[config.mk]
export PLATFORM = sky130hd
export DESIGN_NAME = pid_tx_block
export DESIGN_NICKNAME = d
export VERILOG_FILES = /design/src/rtl/pid_pkg.sv /design/src/rtl/pid_tx_piso.sv /design/src/rtl/pid_tx_block.sv
export SDC_FILE = /design/constraint.sdc
export NUM_CORES = 1
export LEC_CHECK = 0
export CAP_MARGIN = 0
export CORE_MARGIN = 1.5
export CORE_UTILIZATION = 50
export DETAILED_ROUTE_END_ITERATION = 6
export PLACE_DENSITY_LB_ADDON = 0.1
export SLEW_MARGIN = 20
export SYNTH_ARGS = -nofsm -noshare
export SYNTH_HDL_FRONTEND = slang
export SYNTH_SLANG_ARGS = --single-unit
export TNS_END_PERCENT = 50
[constraint.sdc]
create_clock -name clock -period 1.9 [get_ports clock]
set_input_delay 0.38 -clock clock [delete_from_list [all_inputs] [get_ports clock]]
set_output_delay 0.38 -clock clock [all_outputs]
set_load 0.1 [all_outputs]
[src/rtl/pid_pkg.sv]
// Shared PID definitions for the SIE transmit encoder and receive decoder.
// Holds packet-type codes, the twelve PID nibbles, transmit FSM states and the byte builder.
package pid_pkg;

  localparam int unsigned PID_W     = 8;
  localparam int unsigned PID_CNT_W = 4;

  localparam logic [1:0] PKT_ILLEGAL   = 2'b00;
  localparam logic [1:0] PKT_TOKEN     = 2'b01;
  localparam logic [1:0] PKT_HANDSHAKE = 2'b10;
  localparam logic [1:0] PKT_DATA      = 2'b11;

  localparam logic [3:0] PID_OUT   = 4'b0001;
  localparam logic [3:0] PID_SOF   = 4'b0101;
  localparam logic [3:0] PID_IN    = 4'b1001;
  localparam logic [3:0] PID_SETUP = 4'b1101;
  localparam logic [3:0] PID_DATA0 = 4'b0011;
  localparam logic [3:0] PID_DATA2 = 4'b0111;
  localparam logic [3:0] PID_DATA1 = 4'b1011;
  localparam logic [3:0] PID_MDATA = 4'b1111;
  localparam logic [3:0] PID_ACK   = 4'b0010;
  localparam logic [3:0] PID_NYET  = 4'b0110;
  localparam logic [3:0] PID_NAK   = 4'b1010;
  localparam logic [3:0] PID_STALL = 4'b1110;

  typedef enum logic [1:0] {
    ST_IDLE     = 2'd0,
    ST_SEND_PID = 2'd1,
    ST_PAYLOAD  = 2'd2,
    ST_DONE     = 2'd3
  } pid_tx_state_e;

  // Wire byte: check nibble (inverted PID) above the PID nibble.
  function automatic logic [PID_W-1:0] pid_byte(input logic [1:0] pkt_type,
                                                input logic [1:0] pid_sel);
    logic [3:0] pid;
    pid = {pid_sel, pkt_type};
    return {~pid, pid};
  endfunction

endpackage

[src/rtl/pid_tx_piso.sv]
// 8-bit parallel-load, LSB-first shift register for the PID byte.
// o_last marks the final bit still held; o_empty means nothing left to shift.
module pid_tx_piso
  import pid_pkg::*;
(
  input  logic             clock,
  input  logic             reset,
  input  logic             i_load,
  input  logic             i_shift,
  input  logic [PID_W-1:0] i_data,
  output logic             o_bit,
  output logic             o_last,
  output logic             o_empty
);

  logic [PID_W-1:0]     r_shift;
  logic [PID_CNT_W-1:0] r_left;

  always_ff @(posedge clock or negedge reset) begin
    if (!reset) begin
      r_shift <= '0;
      r_left  <= '0;
    end else if (i_load) begin
      r_shift <= i_data;
      r_left  <= PID_CNT_W'(PID_W);
    end else if (i_shift && (r_left != '0)) begin
      r_shift <= {1'b0, r_shift[PID_W-1:1]};
      r_left  <= r_left - PID_CNT_W'(1);
    end
  end

  assign o_bit   = r_shift[0];
  assign o_last  = (r_left == PID_CNT_W'(1));
  assign o_empty = (r_left == '0);

endmodule

[src/rtl/pid_tx_block.sv]
// Transmit-side PID encoder/serializer: shifts {~pid,pid} LSB-first, then forwards
// payload bits to the bit-stuffer and flags which CRC applies.
module pid_tx_block
  import pid_pkg::*;
#(
  parameter int unsigned MAX_PL_BITS = 8208,
  parameter int unsigned CNT_W       = 14
) (
  input  logic       clock,
  input  logic       reset,
  input  logic       start,
  input  logic [1:0] pkt_type,
  input  logic [1:0] pid_sel,
  input  logic       pl_valid,
  input  logic       pl_data,
  input  logic       pl_last,
  output logic       pl_ready,
  output logic       data_out,
  output logic       tx_en,
  output logic       busy,
  output logic       crc5_put,
  output logic       crc16_put,
  output logic       done,
  output logic       error
);

  pid_tx_state_e    r_state, w_state_n;
  logic [1:0]       r_type, w_type_n;
  logic [CNT_W-1:0] r_cnt, w_cnt_n;
  logic             r_ovf, w_ovf_n;

  logic r_data_out, r_tx_en, r_busy, r_crc5, r_crc16, r_done, r_error;
  logic w_data_out, w_tx_en, w_busy, w_crc5, w_crc16, w_done, w_error;
  logic w_load, w_shift, w_bit, w_last, w_empty;

  pid_tx_piso u_piso (
    .clock   (clock),
    .reset   (reset),
    .i_load  (w_load),
    .i_shift (w_shift),
    .i_data  (pid_byte(pkt_type, pid_sel)),
    .o_bit   (w_bit),
    .o_last  (w_last),
    .o_empty (w_empty)
  );

  always_ff @(posedge clock or negedge reset) begin
    if (!reset) begin
      r_state    <= ST_IDLE;
      r_type     <= PKT_ILLEGAL;
      r_cnt      <= '0;
      r_ovf      <= 1'b0;
      r_data_out <= 1'b0;
      r_tx_en    <= 1'b0;
      r_busy     <= 1'b0;
      r_crc5     <= 1'b0;
      r_crc16    <= 1'b0;
      r_done     <= 1'b0;
      r_error    <= 1'b0;
    end else begin
      r_state    <= w_state_n;
      r_type     <= w_type_n;
      r_cnt      <= w_cnt_n;
      r_ovf      <= w_ovf_n;
      r_data_out <= w_data_out;
      r_tx_en    <= w_tx_en;
      r_busy     <= w_busy;
      r_crc5     <= w_crc5;
      r_crc16    <= w_crc16;
      r_done     <= w_done;
      r_error    <= w_error;
    end
  end

  // Next state plus the values the output registers take at the coming edge.
  always_comb begin
    w_state_n  = r_state;
    w_type_n   = r_type;
    w_cnt_n    = r_cnt;
    w_ovf_n    = r_ovf;
    w_load     = 1'b0;
    w_shift    = 1'b0;
    w_data_out = r_data_out;
    w_tx_en    = 1'b0;
    w_crc5     = 1'b0;
    w_crc16    = 1'b0;
    w_done     = 1'b0;
    w_error    = 1'b0;

    case (r_state)
      ST_IDLE: begin
        w_cnt_n = '0;
        w_ovf_n = 1'b0;
        if (start) begin
          if (pkt_type != PKT_ILLEGAL) begin
            w_load    = 1'b1;
            w_type_n  = pkt_type;
            w_state_n = ST_SEND_PID;
          end else begin
            w_error = 1'b1;
          end
        end
      end
      ST_SEND_PID: begin
        w_shift    = !w_empty;
        w_tx_en    = !w_empty;
        w_data_out = w_bit;
        if (w_last || w_empty) begin
          w_state_n = (r_type == PKT_HANDSHAKE) ? ST_DONE : ST_PAYLOAD;
        end
      end
      ST_PAYLOAD: begin
        // Flags stay aligned with the payload bits they cover on data_out.
        w_crc5  = (r_type == PKT_TOKEN);
        w_crc16 = (r_type == PKT_DATA);
        if (pl_valid) begin
          w_data_out = pl_data;
          w_tx_en    = 1'b1;
          w_cnt_n    = r_cnt + CNT_W'(1);
          if (pl_last) begin
            w_state_n = ST_DONE;
          end else if (r_cnt == CNT_W'(MAX_PL_BITS - 1)) begin
            w_ovf_n   = 1'b1;
            w_state_n = ST_DONE;
          end
        end
      end
      ST_DONE: begin
        w_done    = 1'b1;
        w_error   = r_ovf;
        w_state_n = ST_IDLE;
      end
      default: w_state_n = ST_IDLE;
    endcase

    w_busy = (w_state_n != ST_IDLE);
  end

  assign pl_ready  = (r_state == ST_PAYLOAD);
  assign data_out  = r_data_out;
  assign tx_en     = r_tx_en;
  assign busy      = r_busy;
  assign crc5_put  = r_crc5;
  assign crc16_put = r_crc16;
  assign done      = r_done;
  assign error     = r_error;

endmodule
# ---- Word level (Yosys, flattened, before mapping)
# Index checks and enable logic that the tools add are counted.
dict set report word_totals {
  out_inout_bits 8
  ff_bits 38
  word_cells 74
}
dict set report op_classes {
  n_reduce_logical 15
  eq_ne 11
  n_bitwise 1
  addsub 2
  muxes 32
}
# operator count
set op_table {}
lappend op_table {{14-bit case mux with 2 select lines} 1}
lappend op_table {{8-bit two-way mux} 2}
lappend op_table {{1-bit two-way mux} 15}
lappend op_table {{14-bit by 1-bit adder with 14-bit output, second input constant} 1}
lappend op_table {{14-bit == test, second input constant} 1}
lappend op_table {{14-bit two-way mux} 1}
lappend op_table {{2-bit two-way mux} 6}
lappend op_table {{2-bit nonzero test} 5}
lappend op_table {{2-bit == test, second input constant} 4}
lappend op_table {{4-bit two-way mux} 2}
lappend op_table {{1-bit case mux with 2 select lines} 4}
lappend op_table {{2-bit case mux with 4 select lines} 1}
lappend op_table {{2-bit by 1-bit == test with 1-bit output, second input constant} 2}
lappend op_table {{4-bit by 1-bit == test with 1-bit output, second input constant} 1}
lappend op_table {{4-bit logical NOT} 1}
lappend op_table {{2-bit inequality test, second input constant} 2}
lappend op_table {{4-bit inverter} 1}
lappend op_table {{2-bit AND reduction} 2}
lappend op_table {{4-bit AND reduction} 1}
lappend op_table {{4-bit nonzero test} 1}
lappend op_table {{4-bit by 1-bit subtractor with 4-bit output, second input constant} 1}
lappend op_table {{3-bit AND reduction} 1}
lappend op_table {{2-bit logical NOT} 1}
lappend op_table {{2-bit by 1-bit inequality test with 1-bit output, second input constant} 1}
lappend op_table {{3 further kinds} 3}

# ---- Depth between registers and ports, before layout
# Gate-level depths: netlist (run 1).
dict set report logic_depth {
  depth_word 6
  ltp_mapped 8
  depth_no_buf 6
}

# ---- Hierarchy
# A second synthesis (run 1) with hierarchy kept.
dict set report hier_totals {
  hier_cells 209
  hier_area_um2 1991.9
}
# mod seq_area_each_um2 cells_each instances area_per_inst_um2
set by_module_without_submodules {}
lappend by_module_without_submodules {pid_tx_block 650.6 138 1 1313.8}
lappend by_module_without_submodules {pid_tx_piso 300.3 71 1 678.2}

# ---- Worst setup path before layout (run 1)
# Ideal clock, no wire load.
dict set report synth_path {
  path_type {register to register}
  from {register r_state[0]}
  to {register r_cnt[9]}
  t_arrival_ps 2366
  setup_time_ps 124
  path_stages_with_launch 8
  slack_ps -590
  required_ps 1776
  synth_period_minus_slack_ps 2490
  path_cell_list {dfrtp_1 -> inv_1 -> ha_1 -> buf_2 -> nand2_1 -> nor3_1 -> nand4_1 -> mux2i_1}
}
dict set report synth_via {
  elab_chain_len 3
  elab_cells_between_ends 6
  classes_between {eq/ne (2); mux (1); reduce/logical (3)}
}
# item line
set synth_rtl {}
lappend synth_rtl {{start: declaration} pid_tx_block.sv:27} ;# pid_tx_state_e r_state, w_state_n;
lappend synth_rtl {{start signal: assignment} pid_tx_block.sv:61} ;# r_state <= w_state_n;
lappend synth_rtl {{2-bit == test *} -}
lappend synth_rtl {{via pl_ready} pid_tx_block.sv:17} ;# output logic pl_ready,
lappend synth_rtl {{2-bit inequality test (no source line) / 2-bit nonzero test (equally long branches)} -}
lappend synth_rtl {{2-bit AND reduction (no source line)} -}
lappend synth_rtl {{end signal: assignment} pid_tx_block.sv:63} ;# r_cnt <= w_cnt_n;
lappend synth_rtl {{end: declaration} pid_tx_block.sv:29} ;# logic [CNT_W-1:0] r_cnt, w_cnt_n;
# Mark *: on every way through the listed nets, which the timed path passes. The rest lies on a longest branch.
# A chain may end at the register's enable or synchronous reset.

# ---- Final worst setup path (run 1)
dict set report layout_path {
  from {register r_cnt[10]}
  to {register r_state[0]}
}
dict set report layout_via {
  elab_chain_len 5
}
# item line
set layout_rtl {}
lappend layout_rtl {{14-bit == test} pid_tx_block.sv:122} ;# end else if (r_cnt == CNT_W'(MAX_PL_BITS - 1)) begin
lappend layout_rtl {{2-bit two-way mux} pid_tx_block.sv:122}
lappend layout_rtl {{2-bit two-way mux} pid_tx_block.sv:120} ;# if (pl_last) begin
lappend layout_rtl {{2-bit two-way mux} pid_tx_block.sv:116} ;# if (pl_valid) begin
lappend layout_rtl {{2-bit case mux with 4 select lines} pid_tx_block.sv:90} ;# case (r_state)
lappend layout_rtl {{via w_state_n[0]} pid_tx_block.sv:27}
# The timed path passes the listed nets, and every way through them passes these cells.

==> qor.csv, run 1 <==
metric,value,unit
outcome,"finished, final reports clean",
clk buf depth,2,
clock tree sinks,38,
GR Overflow Total,0,
clk root buf,clkbuf_8,
CP Launch Point,r_cnt[10],
final hold viol count,0,
Finish-stage setup viols,0,
maximum VDD drop,1025,uV
WL/cell,14.72,um
Post-Syn Nets,210,
r2r setup slk,0.13,ns
# diodes,0,
setup_tns,0,ns
"Max FO, Critical Path",4,
share of post-route cells with drive strength above 1,19.91,%
Clock Latency Late Sink,0.29,ns
largest net degree at the start of global routing,39,
Starting DRT DRC Count,115,
worst setup margin,0.1259,ns
Final nets,243,
pwr dens,1476,mW/mm^2
Post-synth EDFFs,0,
Initial Util,52.17,%
Worst Tran Pin Value,0.4682,ns
Critical Path End Type,register,
min Tclk post-route,1.774,ns
worst relative slew slack,68.79,%
placed cell area,0.002265,sq mm
Cell variety after synth,42,
Max Slew Vio Count,0,
DRT Pass-1 Iters,4,
Hold Path Depth,1,
DIE WIDTH,65.04,um
worst hold path endpoint,crc5_put,
min-delay worst type,register to register,
P_leak,1.091,nW
Top-Level Pins,18,
met3 usage,3.819,%
routed vias/inst,5.526,
Critical Path AT,1.96,ns
fmax,0.5637,GHz
hold_sp,r_type[1],
Post-CTS Setup Repair Bufs,0,
first-pass GRT wire length,6762,um
post-detailed-route count of antenna-violating nets,0,
synth warn,0,
top_reg_cell synth,dfrtp_1,
"Design Area, Final",0.002381,sq mm
Setup WS pre-CTS,0.02611,ns
Final period util,93.37,%
DR vias,1514,
R2R Path Start,r_cnt[10],
max-cap violation count,0,
"Req. time, crit path",2.09,ns
unrepaired setup endpoints after global routing,no,
CTS tree,built,
Die Ht,65.04,um
GP Congestion,0.8196,
Pwr Total,3.513,mW
Post-Synthesis Cells,192,
DR DRC count,0,
R2R depth,4,
# H-tree levels,2,
Cell Rows,22,
Fin Hold WS,0.4755,ns
cts bufs inserted,5,
Tot GR Track Use,21.38,%
"FF+latch count, synth",38,
initial antenna violation count,0,
worst reg2reg endpoint,r_state[0],
port bufs,17,
critical path type,register to register,
GRT met1 Usage,27.99,%
vias in the first global route,1449,
met2 Usage GRT,35.18,%
crit start category,register,
Post-Route WL,4034,um
clock slew at reported path FFs,0.07,ns
GRT busiest layer,met2,
Mapped Avg Cell Area,10.02,sq um
Netlist Area Pre-Place,0.001924,sq mm
Syn-to-layout area delta,23.73,%
ys async rst share,100.0,%
Clock Skews,0.005797,ns
core region area,0.003689,sq mm
DP HPWL,3017,um
DIE AREA,0.004230,sq mm
post-synthesis sequential area ratio,49.41,%
==> layout make-up <==
type                    instances  area [sq um]
inverters                       7         26.28
fillers                       302          1308
repair buffers                 31         280.3
multi-input cells             142         954.7
clock inverters                 3         40.04
clock buffers                   5         68.82
flip-flops and latches         38         950.9
well taps                      48         60.06
==> cell usage in the layout (no fill, tap or decap), types with 7 or more instances in the layout <==
| cell | synthesis | routed |
|---|---|---|
| buf_4 | 1 | 20 |
| ha_1 | 8 | 7 |
| inv_1 | 7 | 7 |
| a21oi_1 | 13 | 13 |
| o21ai_0 | 11 | 11 |
| clkdlybuf4s50_1 | 0 | 9 |
| dfrtp_1 | 38 | 38 |
| nor2_1 | 20 | 20 |
| nand2_1 | 20 | 20 |
| mux2i_1 | 10 | 10 |
==> worst max-delay path: stages, from the launching register on <==
cell and delay (ns):
dfrtp_1 0.43, or4_4 0.57, nor4_4 0.32, nor3_1 0.09, o311ai_2 0.27
==> flip-flops by register name, summed over array words and instances, names as in the netlist <==
name,flops
r_type,2
done,1
u_piso.r_shift,8
tx_en,1
busy,1
crc16_put,1
r_ovf,1
data_out,1
crc5_put,1
error,1
r_cnt,14
u_piso.r_left,4
r_state,2
==> synth_stat cells (2+ instances only) <==
cell type	n	area, sq um
nand3_1	4	20.02
a31oi_1	3	18.77
nor2b_1	3	18.77
clkbuf_1	3	11.26
or2_2	2	12.51
mux2i_1	10	100.1
o21ai_0	11	55.05
a21o_1	2	15.01
ha_1	8	100.1
dfrtp_1	38	950.9
o21ai_1	2	10.01
a22o_1	3	26.28
nor4_4	2	42.54
nand2_1	20	75.07
nand2b_1	2	12.51
inv_1	7	26.28
or3_1	3	18.77
o211ai_1	2	15.01
a21oi_1	13	65.06
and3_1	3	18.77
nor4_1	2	12.51
nand4_1	3	18.77
nor2_1	20	75.07
xnor2_1	2	17.52
nor3_1	5	25.02
a31o_2	3	26.28
==> timing repair <==
| action | in CTS | in global routing |
|---|---|---|
| hold buffers | 0 | 0 |
| resized for setup | 0 | 1 |
| setup endpoints to repair | 0 | 3 |
| endpoints found under the hold margin | 0 | 0 |
==> routing by layer <==
layer / vias to the layer above / routed length (um)
li1: 743 / -
met1: 726 / 1856
met2: 38 / 1938
met3: 7 / 168
met4: 0 / 71
met5: - / 0
==> worst max path at each step <==
stage	end	cells past startpoint	slack, ns
after floorplan	r_cnt[9]	7	0.02
after global placement	r_cnt[9]	5	0.05
final	r_state[0]	4	0.13
after CTS	u_piso.r_shift[3]	7	0.05
after detailed placement	r_cnt[9]	5	0.03
after global routing	r_state[0]	4	0.02
==> power breakdown <==
group          total [mW]  switching [mW]  internal (mW)
registers            1.17           0.151           1.02
logic                1.68            1.03          0.653
clock network       0.664           0.278          0.386
total                3.51            1.46           2.06
==> metrics by stage <==
stage | utilization, % | instances
after floorplan | - | 192
after global placement | 61.40 | 266
after detailed placement | 61.40 | 266
after CTS | 64.35 | 274
after global routing | 64.55 | 274
final | 64.55 | 274
==> kinds of logic after synthesis <==
kind of cell | Yosys count | synth area share (%)
compound gates | 45 | 14.96
mux | 11 | 5.787
buf+inv | 12 | 2.601
flops | 38 | 49.41
fa+ha+maj | 8 | 5.202
xor+xnor | 3 | 1.366
simple gates | 75 | 20.68
Note: power is estimated with default switching activity, not from simulation.
==> run 2: changes to the inputs <==
- ABC_AREA: unset -> 1
- SLEW_MARGIN: 20 -> 25
==> qor.csv, run 2 <==
metric,value,unit,change
fmax,0.5718,GHz,was 0.5637 GHz
Critical Path AT,1.94,ns,was 1.96 ns
crit start category,register,,unchanged
outcome,"finished, final reports clean",,unchanged
CTS Hold Bufs,0,,unchanged
CP Launch Point,r_state[1],,was r_cnt[10]
Clock Skews,0.004734,ns,was 0.005797 ns
top-area cell type share of the netlist area,48.07,%,was 49.41%
Tot GR Track Use,20.95,%,was 21.38%
max reg flops,14,,unchanged
most frequent cells in the layout,"nand2_1, dfrtp_1, nor2_1, inv_1, o21ai_0",,"was dfrtp_1, nand2_1, nor2_1, buf_4, a21oi_1"
WL/cell,13.03,um,was 14.72 um
"Req. time, crit path",2.09,ns,about the same
final hold viol count,0,,unchanged
Post-synth EDFFs,0,,unchanged
Cell variety after synth,35,,was 42
Post-Synthesis Cells,229,,was 192
Top-Level Pins,18,,unchanged
critical path type,register to register,,unchanged
DIE AREA,0.004343,sq mm,was 0.004230 sq mm
"Most flops, register",r_cnt,,unchanged
vias in the first global route,1510,,"was 1,449"
Final period util,92.05,%,was 93.37%
mux contribution to synthesized area,0,%,was 5.787%
Top Registers,"r_cnt (14), u_piso.r_shift (8), u_piso.r_left (4)",,unchanged
Die Ht,65.90,um,was 65.04 um
# diodes,0,,unchanged
clk root buf,clkbuf_8,,unchanged
commonest cells in the netlist,"nand2_1, dfrtp_1, nor2_1",,"was dfrtp_1, nand2_1, nor2_1"
clk buf depth,2,,unchanged
initial antenna violation count,0,,unchanged
Final nets,274,,was 243
min-delay worst type,input pin to asynchronous set/reset pin,,was register to register
R2R Path Start,r_state[1],,was r_cnt[10]
DR DRC count,0,,unchanged
ys async rst share,100.0,%,unchanged
worst relative slew slack,67.27,%,was 68.79%
first-pass GRT wire length,6810,um,was 6762 um
post-detailed-route count of antenna-violating nets,0,,unchanged
post-synthesis sequential area ratio,48.07,%,was 49.41%
clock slew at reported path FFs,0.07,ns,about the same
largest cells by area after synthesis,"dfrtp_1, nand2_1, nor2_1",,"was dfrtp_1, ha_1, mux2i_1"
Post-Route WL,3973,um,was 4034 um
DR vias,1552,,"was 1,514"
XOR/XNOR Fraction of Synth Area,1.771,%,was 1.365%
Mapped Avg Cell Area,8.638,sq um,was 10.02 sq um
"commonest non-fill, non-tap cell in the layout",nand2_1,,was dfrtp_1
placed cell area,0.002215,sq mm,was 0.002265 sq mm
# H-tree levels,2,,unchanged
CTS tree,built,,unchanged
min Tclk post-route,1.749,ns,was 1.774 ns
P_leak,1.118,nW,was 1.091 nW
Post-Synth Adder-Cell Area,5.060,%,was 5.202%
cts bufs inserted,5,,unchanged
maximum VDD drop,856.7,uV,was 1025 uV
top-count cell post-synth,nand2_1,,was dfrtp_1
DIE WIDTH,65.90,um,was 65.04 um
Syn-to-layout area delta,17.33,%,was 23.73%
routed vias/inst,5.089,,was 5.526
largest family of logic cells by synthesized area,simple AND/OR/NAND/NOR gates,,unchanged
number of placed instances with taps included,295,,was 266
Setup WS pre-CTS,0.1122,ns,was 0.02611 ns
setup_tns,0,ns,unchanged
largest net degree at the start of global routing,39,,unchanged
Worst Tran Pin Value,0.4909,ns,was 0.4682 ns
"Design Area, Final",0.002321,sq mm,was 0.002381 sq mm
Initial Util,52.84,%,was 52.17%
Critical Path End Type,register,,unchanged
core region area,0.003744,sq mm,was 0.003689 sq mm
max-cap violation count,0,,unchanged
Non-Filler Instances,305,,was 274
Max Slew Vio Count,0,,unchanged
GP Congestion,0.7945,,was 0.8196
Fin Hold WS,0.1156,ns,was 0.4755 ns
top_reg_cell synth,dfrtp_1,,unchanged
worst setup margin,0.1511,ns,was 0.1259 ns
share of post-route cells with drive strength above 1,15.56,%,was 19.91%
DRT Pass-1 Iters,4,,unchanged
unrepaired setup endpoints after global routing,no,,unchanged
"FF+latch count, synth",38,,unchanged
"Max FO, Critical Path",8,,was 4
Netlist Area Pre-Place,0.001978,sq mm,was 0.001924 sq mm
synth warn,0,,unchanged
Synth Area in Simple Gates,25.74,%,was 20.68%
Clock Latency Late Sink,0.29,ns,about the same
clock tree sinks,38,,unchanged
Post-Syn Nets,247,,was 210
most area-hungry cell type in the Yosys netlist,dfrtp_1,,unchanged
GR Overflow Total,0,,unchanged
Starting DRT DRC Count,112,,was 115
pwr dens,1374,mW/mm^2,was 1476 mW/mm^2
Compound-Gate Fraction of Synth Area,12.65,%,was 14.95%
DP HPWL,2927,um,was 3017 um
Cell Rows,22,,unchanged
Finish-stage setup viols,0,,unchanged
port bufs,17,,unchanged
==> run 2: changes by cell type after synthesis, moves of 4 or more <==
cell / previous run / this run
nand2_1: 20 / 47
inv_1: 7 / 27
mux2i_1: 10 / 0
a21oi_1: 13 / 5
nand3_1: 4 / 12
nor2_1: 20 / 28
o21ai_0: 11 / 15
==> run 2: final timing paths <==
| path | end | slack (ns) | depth (start not counted) |
|---|---|---|---|
| setup / recovery | r_cnt[12] | 0.15 | 11 |
| hold / removal | r_cnt[1] | 0.12 | 2 |
| setup reg to reg | r_cnt[12] | 0.15 | 11 |
| hold reg to reg | crc5_put | 0.49 | 1 |
| max in group asynchronous | u_piso.r_left[2] | 1.42 | 2 |
| min in group clock | crc5_put | 0.49 | 1 |
==> run 2: worst max-delay path: stages (launching register included) <==
cell	delay (ns)
dfrtp_1	0.41
inv_1	0.11
ha_1	0.23
inv_1	0.08
nor2_2	0.18
inv_2	0.10
nand2_4	0.12
inv_4	0.08
a22oi_1	0.15
nand2_1	0.08
nand2_1	0.07
inv_1	0.04
==> run 2: cells by family (layout without fill, tap and decap cells) <==
group,after synthesis,after routing
xor+xnor,4,4
fa+ha+maj,8,8
compound gates,40,40
simple gates,107,107
flops,38,38
buf+inv,32,60
==> run 2: metal layers <==
layer | vias up | GRT usage, % | wire [um]
met5 | - | 0 | 0
met4 | 0 | 7.031 | 39
met3 | 4 | 5.111 | 128
met2 | 25 | 35.48 | 1956
met1 | 723 | 26.07 | 1848
li1 | 800 | - | -
==> run 2: area by class of cell <==
type                    instances  area, sq um
well taps                      48        60.06
repair buffers                 21        200.2
clock buffers                   7        86.33
flip-flops and latches         38        950.9
fillers                       343         1423
inverters                      31        121.4
multi-input cells             159        897.1
clock inverters                 1        5.005
==> run 2: power breakdown <==
| part | switching [mW] | internal [mW] |
|---|---|---|
| combinational | 1.03 | 0.450 |
| clock | 0.282 | 0.293 |
| sequential | 0.115 | 1.02 |
==> run 2: stage by stage <==
step                      power [mW]  util (%)
final                          3.189     62.00
after CTS                      3.205     61.60
after floorplan                2.268         -
after global placement         2.601     59.16
after global routing           3.429     62.00
after detailed placement       2.617     59.16
==> run 2: repair_timing <==
item,CTS,global route
resized for setup,0,0
setup buffers,0,2
endpoints found under the setup margin,0,1
==> run 3: changes to the inputs <==
- CORE_ASPECT_RATIO: unset -> 0.75
- SYNTH_HIERARCHICAL: unset -> 1
==> qor.csv, run 3 <==
metric,value,unit,change
Post-Synthesis Cells,267,,was 229
"Max FO, Critical Path",8,,unchanged
P_leak,1.299,nW,was 1.118 nW
max-cap violation count,0,,unchanged
WL/cell,12.05,um,was 13.03 um
first-pass GRT wire length,7327,um,was 6810 um
Final period util,89.52,%,was 92.05%
top-area cell type share of the netlist area,42.82,%,was 48.07%
fill count,387,,was 343
Top-Level Pins,18,,unchanged
clock slew at reported path FFs,0.08,ns,was 0.07 ns
share of post-route cells with drive strength above 1,18.31,%,was 15.56%
Finish-stage setup viols,0,,unchanged
Cell Rows,20,,was 22
Post-Syn Nets,285,,was 247
Worst Tran Pin Value,0.4101,ns,was 0.4909 ns
core region area,0.004154,sq mm,was 0.003744 sq mm
max reg flops,14,,unchanged
GR Overflow Total,0,,unchanged
Tot GR Track Use,20.46,%,was 20.95%
Post-synth EDFFs,0,,unchanged
initial antenna violation count,0,,unchanged
"FF+latch count, synth",38,,unchanged
unrepaired setup endpoints after global routing,no,,unchanged
DR vias,1715,,"was 1,552"
post-detailed-route count of antenna-violating nets,0,,unchanged
GP Congestion,0.8699,,was 0.7945
cts bufs inserted,5,,unchanged
Top Registers,"r_cnt (14), u_piso/r_shift (8), u_piso/r_left (4)",,"was r_cnt (14), u_piso.r_shift (8), u_piso.r_left (4)"
vias in the first global route,1565,,"was 1,510"
Fin Hold WS,-0.003020,ns,was 0.1156 ns
min-delay worst type,input pin to asynchronous set/reset pin,,unchanged
ys async rst share,100.0,%,unchanged
largest net degree at the start of global routing,18,,was 39
Critical Path AT,1.93,ns,was 1.94 ns
"commonest non-fill, non-tap cell in the layout",nand2_1,,unchanged
CTS tree,built,,unchanged
setup_tns,0,ns,unchanged
routed vias/inst,4.900,,was 5.089
clk root buf,clkbuf_8,,unchanged
# diodes,0,,unchanged
final hold viol count,5,,was 0
placed cell area,0.002469,sq mm,was 0.002215 sq mm
Max Slew Vio Count,0,,unchanged
Mapped Avg Cell Area,8.318,sq um,was 8.638 sq um
Initial Util,53.46,%,was 52.84%
Die Ht,60.72,um,was 65.90 um
outcome,"finished, violations left",,"was finished, final reports clean"
# H-tree levels,2,,unchanged
critical path type,register to register,,unchanged
Post-Route WL,4218,um,was 3973 um
"Design Area, Final",0.002560,sq mm,was 0.002321 sq mm
top-count cell post-synth,nand2_1,,unchanged
top_reg_cell synth,dfrtp_1,,unchanged
Netlist Area Pre-Place,0.002221,sq mm,was 0.001978 sq mm
crit start category,register,,unchanged
"Most flops, register",r_cnt,,unchanged
post-synthesis sequential area ratio,42.82,%,was 48.07%
Starting DRT DRC Count,88,,was 112
worst relative slew slack,72.66,%,was 67.27%
Pwr Total,3.603,mW,was 3.189 mW
clk buf depth,2,,unchanged
failing checks,negative hold slack,,
commonest cells in the netlist,"nand2_1, inv_1, dfrtp_1",,"was nand2_1, dfrtp_1, nor2_1"
Critical Path End Type,register,,unchanged
most frequent cells in the layout,"nand2_1, inv_1, dfrtp_1, nor2_1, nand3_1",,"was nand2_1, dfrtp_1, nor2_1, inv_1, o21ai_0"
most area-hungry cell type in the Yosys netlist,dfrtp_1,,unchanged
"Req. time, crit path",2.13,ns,was 2.09 ns
pwr dens,1407,mW/mm^2,was 1374 mW/mm^2
clock tree sinks,38,,unchanged
Clock Skews,0.009030,ns,was 0.004734 ns
min Tclk post-route,1.701,ns,was 1.749 ns
Syn-to-layout area delta,15.27,%,was 17.33%
port bufs,17,,unchanged
Final nets,312,,was 274
DIE WIDTH,79.96,um,was 65.90 um
Cell variety after synth,32,,was 35
maximum VDD drop,868.1,uV,was 856.7 uV
DRT Pass-1 Iters,4,,unchanged
synth warn,6,,was 0
DP HPWL,3218,um,was 2927 um
DR DRC count,0,,unchanged
Clock Latency Late Sink,0.30,ns,was 0.29 ns
DIE AREA,0.004854,sq mm,was 0.004343 sq mm
fmax,0.5880,GHz,was 0.5718 GHz
Post-CTS Setup Repair Bufs,0,,unchanged
largest cells by area after synthesis,"dfrtp_1, nand2_1, inv_1",,"was dfrtp_1, nand2_1, nor2_1"
[run 3: final cells by class]
class	count	area, sq um	area share (%)
Inverter	49	202.7	7.918
Clock buffer	7	86.33	3.372
Sequential cell	38	950.9	37.15
Timing Repair Buffer	23	202.7	7.918
Multi-Input combinational cell	177	1044	40.76
Tap cell	55	68.82	2.688
Clock inverter	1	5.005	0.1955
[run 3: final timing paths]
kind,startpoint,cells after the start,end,slack (ns)
max in group asynchronous,reset,2,u_piso/r_shift[2],1.39
worst min register to register,r_type[1],1,crc5_put,0.45
worst max-delay path,r_state[0],12,r_cnt[10],0.20
min in group clock,r_type[1],1,crc5_put,0.45
worst max register to register,r_state[0],12,r_cnt[10],0.20
worst min-delay path,reset,1,r_cnt[9],-0.003
[run 3: what timing repair did]
item,in CTS,in global routing
setup endpoints to repair,0,1
resized for setup,0,1
hold buffers,0,0
[run 3: per-layer routing]
metal / track usage [%] / vias to the layer above / part of all wire [%]
li1: - / 903 / -
met1: 29.86 / 772 / 54
met2: 29.65 / 33 / 40
met3: 5.113 / 7 / 4.7
met4: 7.389 / 0 / 1.5
met5: 0 / - / 0
[run 3: metrics by stage]
stage	cells	setup slack, ns	util (%)
floorplan	267	0.1651	-
detailed placement	342	0.1831	59.43
finish	350	0.1992	61.63
global route	350	0.006398	61.63
CTS	350	0.1402	61.63
global placement	342	0.1693	59.43
[run 3: report_power, final]
group	switching (mW)	leakage, nW	internal (mW)
Combinational	1.29	0.748	0.598
Clock	0.286	0.0482	0.293
Sequential	0.125	0.504	1.02
[run 3: cells by family (layout without fill, tap and decap cells)]
| group | count (synthesis) | after routing | share of synthesized area, % |
|---|---|---|---|
| flops | 38 | 38 | 42.82 |
| simple gates | 128 | 128 | 30.65 |
| fa+ha+maj | 8 | 8 | 4.507 |
| compound gates | 40 | 40 | 10.87 |
| xor+xnor | 1 | 1 | 0.3944 |
| buf+inv | 52 | 80 | 10.76 |
[run 3: worst max-delay path, stage by stage, from the launching register on]
cell	delay, ns
dfrtp_1	0.44
inv_2	0.12
ha_1	0.21
inv_2	0.09
nor2_8	0.18
inv_6	0.07
nand2_4	0.10
nand2_4	0.06
nor2_4	0.10
nand2_2	0.06
nand2_1	0.06
nand2_1	0.05
nor2_1	0.09
